--- config.mk ---
export PLATFORM = sky130hd
export DESIGN_NAME = parity_encoder
export DESIGN_NICKNAME = d
export VERILOG_FILES = /design/src/rtl/parity_pkg.sv /design/src/rtl/parity_skid_buf.sv /design/src/rtl/parity_encoder.sv
export SDC_FILE = /design/constraint.sdc
export NUM_CORES = 1
export LEC_CHECK = 0
export ABC_AREA = 0
export BUFFER_PORTS_ARGS = -buffer_cell sky130_fd_sc_hd__clkbuf_2
export CAP_MARGIN = 20
export CORE_ASPECT_RATIO = 1.25
export CORE_UTILIZATION = 44
export CTS_BUF_LIST = sky130_fd_sc_hd__clkbuf_8
export CTS_CLUSTER_SIZE = 12
export DETAILED_ROUTE_END_ITERATION = 10
export GPL_ROUTABILITY_DRIVEN = 0
export GPL_TIMING_DRIVEN = 0
export PLACE_DENSITY = 0.66
export SLEW_MARGIN = 20
export SYNTH_ARGS = -nofsm -noshare
export SYNTH_HDL_FRONTEND = slang
export SYNTH_SLANG_ARGS = --single-unit
--- constraint.sdc ---
create_clock -name clk -period 3.81 [get_ports clk]
set_clock_uncertainty 0.15 [all_clocks]
set_input_delay 0.762 -clock clk [delete_from_list [all_inputs] [get_ports clk]]
set_output_delay 0.762 -clock clk [all_outputs]
set_load 0.02 [all_outputs]
--- src/rtl/parity_pkg.sv ---
// Shared definitions for the parity encoder/decoder pair: skid-buffer state
// encoding, default payload width and the even-parity helper.
package parity_pkg;

    localparam int DEF_DATA_WIDTH = 8;
    localparam int PAR_MAX_WIDTH  = 64;

    typedef enum logic [1:0] {
        ST_EMPTY = 2'd0,
        ST_ONE   = 2'd1,
        ST_TWO   = 2'd2
    } skid_state_t;

    // Callers zero-extend narrower payloads; padding zeros leave the XOR unchanged.
    function automatic logic parity_calc(input logic [PAR_MAX_WIDTH-1:0] data);
        return ^data;
    endfunction

endpackage

--- src/rtl/parity_skid_buf.sv ---
// Generic 2-entry valid/ready skid buffer with registered in_ready/out_valid;
// out_data comes straight from the main register.
module parity_skid_buf
    import parity_pkg::*;
#(
    parameter int WIDTH = DEF_DATA_WIDTH + 1
) (
    input  logic             clk,
    input  logic             arst,
    input  logic             in_valid,
    output logic             in_ready,
    input  logic [WIDTH-1:0] in_data,
    output logic             out_valid,
    input  logic             out_ready,
    output logic [WIDTH-1:0] out_data
);

    skid_state_t      state;
    skid_state_t      next_state;
    logic [WIDTH-1:0] skid;
    logic             accept;
    logic             send;

    always_comb begin
        accept     = in_valid && in_ready;
        send       = out_valid && out_ready;
        next_state = state;
        case (state)
            ST_EMPTY: if (accept) next_state = ST_ONE;
            ST_ONE: begin
                if (accept && !send)      next_state = ST_TWO;
                else if (send && !accept) next_state = ST_EMPTY;
            end
            ST_TWO:   if (send) next_state = ST_ONE;
            default:  next_state = ST_EMPTY;
        endcase
    end

    always_ff @(posedge clk) begin
        if (arst) begin
            state     <= ST_EMPTY;
            out_valid <= 1'b0;
            in_ready  <= 1'b1;
            out_data  <= '0;
            skid      <= '0;
        end else begin
            state     <= next_state;
            out_valid <= (next_state != ST_EMPTY);
            in_ready  <= (next_state != ST_TWO);
            case (state)
                ST_EMPTY: if (accept) out_data <= in_data;
                ST_ONE: begin
                    if (accept && send) out_data <= in_data;
                    else if (accept)    skid     <= in_data;
                end
                ST_TWO:   if (send) out_data <= skid;
                default: ;
            endcase
        end
    end

endmodule

--- src/rtl/parity_encoder.sv ---
// Even-parity encoder: {parity, byte} words through a 2-entry skid buffer,
// plus a wrapping sent-word counter. PARITY_ENC_ERR_INJECT_EN adds error injection.
module parity_encoder
    import parity_pkg::*;
#(
    parameter int DATA_WIDTH = DEF_DATA_WIDTH,
    parameter int CNT_WIDTH  = 16
) (
    input  logic                  clk,
    input  logic                  arst,
    input  logic                  in_valid,
    output logic                  in_ready,
    input  logic [DATA_WIDTH-1:0] in_byte,
    output logic                  out_valid,
    input  logic                  out_ready,
    output logic [DATA_WIDTH:0]   out_data,
    output logic [CNT_WIDTH-1:0]  sent_cnt
`ifdef PARITY_ENC_ERR_INJECT_EN
    ,
    input  logic                  inject_err,
    output logic [CNT_WIDTH-1:0]  inj_cnt
`endif
);

    logic [PAR_MAX_WIDTH-1:0] in_ext;
    logic                     par_bit;
    logic                     send;

    always_comb begin
        in_ext                 = '0;
        in_ext[DATA_WIDTH-1:0] = in_byte;
`ifdef PARITY_ENC_ERR_INJECT_EN
        par_bit = parity_calc(in_ext) ^ inject_err;
`else
        par_bit = parity_calc(in_ext);
`endif
        send = out_valid && out_ready;
    end

    parity_skid_buf #(
        .WIDTH (DATA_WIDTH + 1)
    ) u_skid (
        .clk       (clk),
        .arst      (arst),
        .in_valid  (in_valid),
        .in_ready  (in_ready),
        .in_data   ({par_bit, in_byte}),
        .out_valid (out_valid),
        .out_ready (out_ready),
        .out_data  (out_data)
    );

    always_ff @(posedge clk) begin
        if (arst) sent_cnt <= '0;
        else if (send) sent_cnt <= sent_cnt + CNT_WIDTH'(1);
    end

`ifdef PARITY_ENC_ERR_INJECT_EN
    // An injected word is recognised at send time by its odd overall parity.
    logic [PAR_MAX_WIDTH-1:0] out_ext;
    logic                     out_bad;

    always_comb begin
        out_ext                 = '0;
        out_ext[DATA_WIDTH-1:0] = out_data[DATA_WIDTH-1:0];
        out_bad                 = out_data[DATA_WIDTH] != parity_calc(out_ext);
    end

    always_ff @(posedge clk) begin
        if (arst) inj_cnt <= '0;
        else if (send && out_bad) inj_cnt <= inj_cnt + CNT_WIDTH'(1);
    end
`endif

endmodule

* After elaboration in Yosys (flattened, before gate mapping) *
Cells that the tools add are included.

operators by class
  add/subtract/negate cells = 1
  reduce and logical (&&, ||, !) cells = 13
  divide/modulo/power cells = 0
  multiply operators = 0
  eq/ne operators = 6
  $lt $le $gt $ge = 0
  shift operators = 0
  bitwise logic cells = 1
  multiplexer cells = 9

operators by type and width
  kind                                                                   number
  64-bit parity                                                          1
  9-bit two-way mux                                                      3
  9-bit case mux with 3 select lines                                     1
  16-bit by 1-bit adder with 16-bit output, second input constant        1
  2-bit two-way mux                                                      4
  2-bit by 1-bit != test with 1-bit output, second input constant        3
  2-bit case mux with 3 select lines                                     1
  1-bit logical AND                                                      5
  4-bit AND reduction                                                    1
  3-bit AND reduction                                                    1
  3-bit nonzero test                                                     1
  2-bit by 1-bit equality test with 1-bit output, second input constant  1
  2-bit equality test, second input constant                             1
  1-bit logical NOT                                                      2
  2-bit logical NOT                                                      1
  2-bit != test, second input constant                                   1
  2-bit nonzero test                                                     1
  1-bit inverter                                                         1

storage, ports and cells
  flip-flop bits (word level) = 38
  output and inout bits = 27
  ROM bits = 0
  word-level logic and storage cells = 36
  input port bits = 12
  bits in writable memories = 0
  latch bits = 0
  memories = 0

* Logic depth before layout (Yosys ltp) *
  word-level depth = 7
  gate-level depth with buffers = 6
  depth with buffers taken out = 5

* Modules after synthesis *
Synthesis repeated with hierarchy kept, for this count alone.

second synthesis, totals
  cells, all modules = 182
  area, all modules = 1741.7 µm²

modules (own cells, without submodules)
  module           cells each  sequential area each (µm²)  area an instance (µm²)  instances
  parity_skid_buf  92          440.4                       958.4                   1
  parity_encoder   90          320.3                       783.3                   1

* Least setup slack after synthesis *
OpenSTA, ideal clock, no wires.

  kind = input port to flip-flop
  start point = in out_ready
  end point = reg u_skid.skid[7]
  setup slack = 1836 ps
  library setup time = 128 ps
  data arrival time = 1697 ps
  buffers on the path = 2
  required time = 3532 ps
  cell stages on the path = 6
  cell sequence = buf_4 a21bo_2 nor3_4 buf_6 mux2i_1 nor2_1

on the way
  cells in the longest elaborated chain, start to end = 4

ends and longest elaborated chain
  element                               RTL line               source
  from (decl)                           parity_encoder.sv:15   input logic out_ready,
  1-bit logical AND                     parity_skid_buf.sv:26  send = out_valid && out_ready;
  1-bit logical AND                     parity_skid_buf.sv:53  if (accept && send) out_data <= in_data;
  1-bit inverter (no source line)       n/a
  3-bit AND reduction (no source line)  n/a
  to (signal assigned)                  parity_skid_buf.sv:54  else if (accept) skid <= in_data;
  to (decl)                             parity_skid_buf.sv:20  logic [WIDTH-1:0] skid;

No other way between the ends.
A chain may end at the register's enable or synchronous reset.

* Worst setup path in the final report *
  start point = reg sent_cnt[3]
  end point = out sent_cnt[3]

RTL lines
  element                 RTL line              source
  from (decl)             parity_encoder.sv:17  output logic [CNT_WIDTH-1:0] sent_cnt
  from (signal assigned)  parity_encoder.sv:55  else if (send) sent_cnt <= sent_cnt + CNT_WIDTH'(1);

No word-level cell between the ends.

==> out/qor.yml <==
critical_path:
  worstSetupPathType: "register to output pin"
  r2r_setup_slack_ns: 2.14
  setup.worst_path.end: "sent_cnt[3]"
  critical_register_to_register_path_endpoint: "u_skid.out_data[8]"
  critPathSlowestCell: "dfxtp_1"
  critical_path_arrival_ns: 1.00
  crit_path_cell_trace: "clkbuf_2"
  path_depth: 1
  timing.critical_path.from_type: "register"
  r2r_start: "u_skid.out_valid"
  ff2ff_path_depth: 5
  cp_slowest_stage_delay_ns: 0.48
  crit_start: "sent_cnt[3]"
  worst-path-max-fanout: 8
  crit_family: "flip-flops"
  crit_required_ns: 2.90
  cp-end-kind: "output pin"
  critical_path_buf_inv_count: 1
logic_synthesis:
  synth_most_common_cell: "dfxtp_1"
  synth.largest_area_cell: "dfxtp_1"
  synth_compound_gate_area_share_pct: 9.74
  yosys-mux-area-fraction_pct: 10.3
  synth-xor-area-share_pct: 9.88
  synth_edf_count: 0
  post_synth_top_area_share_pct: 42.9
  synth-adder-area-share_pct: 0.706
  dominantRegCellSynth: "dfxtp_1"
  synth_warnings: 0
  combinational_family_with_the_most_area_after_synthesis: "simple AND/OR/NAND/NOR gates"
  post_synth.cell_area_avg_um2: 9.80
  synth_cells: 181
  netlist_top_cells_count: "dfxtp_1, nor2_1, mux2i_1"
  synth_area_um2: 1770
  post_synth_and_or_nand_nor_area_fraction_pct: 22.4
  postSynth.asyncResetShare_pct: 0
  ys_seq_elements: 38
  synth.net_count: 194
  ys_seq_area_share_pct: 42.9
  library_cells_used_by_synthesis: 39
  synthTopCellsByArea: "dfxtp_1, mux2i_1, nor2_1, xnor2_1, a211oi_1"
global_routing:
  vias_in_the_first_global_route: 1265
  groute.layer.met1.usage_pct: 21.1
  antenna_found_initial: 0
  first_pass_grt_wire_length_um: 5660
  grt_busiest_layer: "met2"
  grt_max_degree: 11
  globalRouteMet2Util_pct: 29.3
  use_met3_pct: 5.50
  grt_use_total_pct: 17.8
  globalRouteOverflowTotal: 0
placement:
  place_hpwl_um: 2530
  port_buffers: 37
  placed_cells_incl_taps: 272
  detailed_place.area_um2: 2030
  placement.setup.worst_slack_ns: 1.63
layout:
  area_delta_synth_final_pct: 18.6
  design_area_um2: 2100
  antenna_cells: 0
  fin_cells: 279
  num-fill-cells: 385
  final_net_count: 238
  final_layout_size_suffix_gt1_share_pct: 26.2
  fin_util_pct: 55.1
clocking:
  cts-htree-levels: 2
  cts_buffers: 5
  ctsResizeCount: 0
  postCtsSetupBuffers: 0
  path_clk_slew_ns: 0.07
  clock-sinks: 38
  clockBufferDepth: 2
  postCtsHoldBufs: 0
  clock_tree.root_cell: "clkbuf_8"
  cts_tree: "done"
  clock_insertion_delay_worst_skew_ns: 0.29
sta:
  fin_worst_hold_slack_ns: 0.343
  setup-violations-final: 0
  worst_margin_pin_slew_ns: 0.517
  setup_repair_after_global_routing_missed_its_margin: "no"
  fin_crit_share_pct: 50.3
  finalHoldViolations: 0
  layout_min_cycle_time_ns: 1.92
  relSlewSlack_pct: 65.5
  finalMaxSlewViolations: 0
  fmax_mhz: 522
  post_route_setup_slack_ns: 1.89
  fin_setup_tns_ns: 0
routing:
  num_vias: 1402
  post-route-drc-count: 0
  route.final.wire_length_um: 3430
  vias_per_cell: 5.03
  drt-initial-drc-count: 76
  dr.pass1.iters: 4
  postRouteAntennaNets: 0
  wirelength_per_cell_um: 12.3
power_and_ir_drop:
  worst_voltage_drop_across_the_vdd_grid_v: 0.000234
  power_mw: 0.870
  leakage_power_total_nw: 0.889
  p_per_area_nw_per_um2: 414
die:
  top_level_ports: 39
  row_count: 25
  design.core.area_um2: 3820
  floorplan.die.width_um: 58.8
  fp.dieArea_um2: 4290
  chip_height_um: 73.0
  initial_core_util_pct: 46.5
min_path:
  hold_path.class: "register to register"
  worstHoldPathCells: 2
outcome:
  status: "completed"
flow_run:
  max_capacitance_violation_count: 0
-- worst register-to-register path: stages, from the launching register on --
cell and delay (ns):
dfxtp_1 0.35, buf_6 0.14, a21boi_1 0.09, o32ai_4 0.49
buf_6 0.22, o221ai_1 0.11
-- worst min path at each step --
stage / startpoint / end / slack (ns)
finish: u_skid.skid[3] / u_skid.skid[3] / 0.34
global route: sent_cnt[1] / sent_cnt[1] / 0.38
CTS: u_skid.skid[3] / u_skid.skid[3] / 0.35
detailed placement: u_skid.skid[3] / u_skid.skid[3] / 0.33
global placement: u_skid.skid[0] / u_skid.skid[0] / 0.32
floorplan: u_skid.skid[0] / u_skid.skid[0] / 0.31
-- sequential cells by signal (all words and copies together), names as in the netlist --
signal            count
sent_cnt             16
u_skid.skid           9
u_skid.in_ready       1
u_skid.state          2
u_skid.out_valid      1
u_skid.out_data       9
-- placed cells by master, fill, tap and decap left out, types with 3 or more instances in the layout --
cell      instances
a211oi_1          7
a21oi_1           4
and4_1            3
buf_6             4
clkbuf_2         37
clkbuf_8          5
dfxtp_1          38
mux2i_1          16
nand2_1           8
nand3_1           6
nand4_1           5
nor2_1           35
nor4_1            3
xnor2_1          14
xor2_1            6
-- cells by family (layout without fill, tap and decap cells) --
group | after synthesis | count (layout)
adder cells (fa/ha/maj) | 1 | 1
multiplexers | 18 | 18
AO/OA/AOI/OAI | 20 | 20
XOR/XNOR | 20 | 20
flip-flops | 38 | 38
buffers and inverters | 10 | 54
AND/OR/NAND/NOR | 74 | 74
-- metal layers --
layer  wire [um]  share of wire, %  up-vias
met5           0                 0        -
met4          63               1.8        0
met3         139               4.1        5
met2        1710                50       29
met1        1510                44      644
li1            -                 -      724
-- power breakdown --
group	switching, mW	leakage, nW	internal, mW
registers	0.0158	0.309	0.424
logic	0.100	0.533	0.0753
clock network	0.135	0.0466	0.121
-- final cells by class --
class	instances	area, um^2	area share (%)
clock buffer	5	68.8	3.27
multi-input combinational	133	940	44.7
sequential	38	761	36.2
buffer	10	72.6	3.45
tap	54	67.6	3.21
timing repair buffer	37	185	8.81
clock inverter	2	7.51	0.357
(Power assumes the default switching activity.)
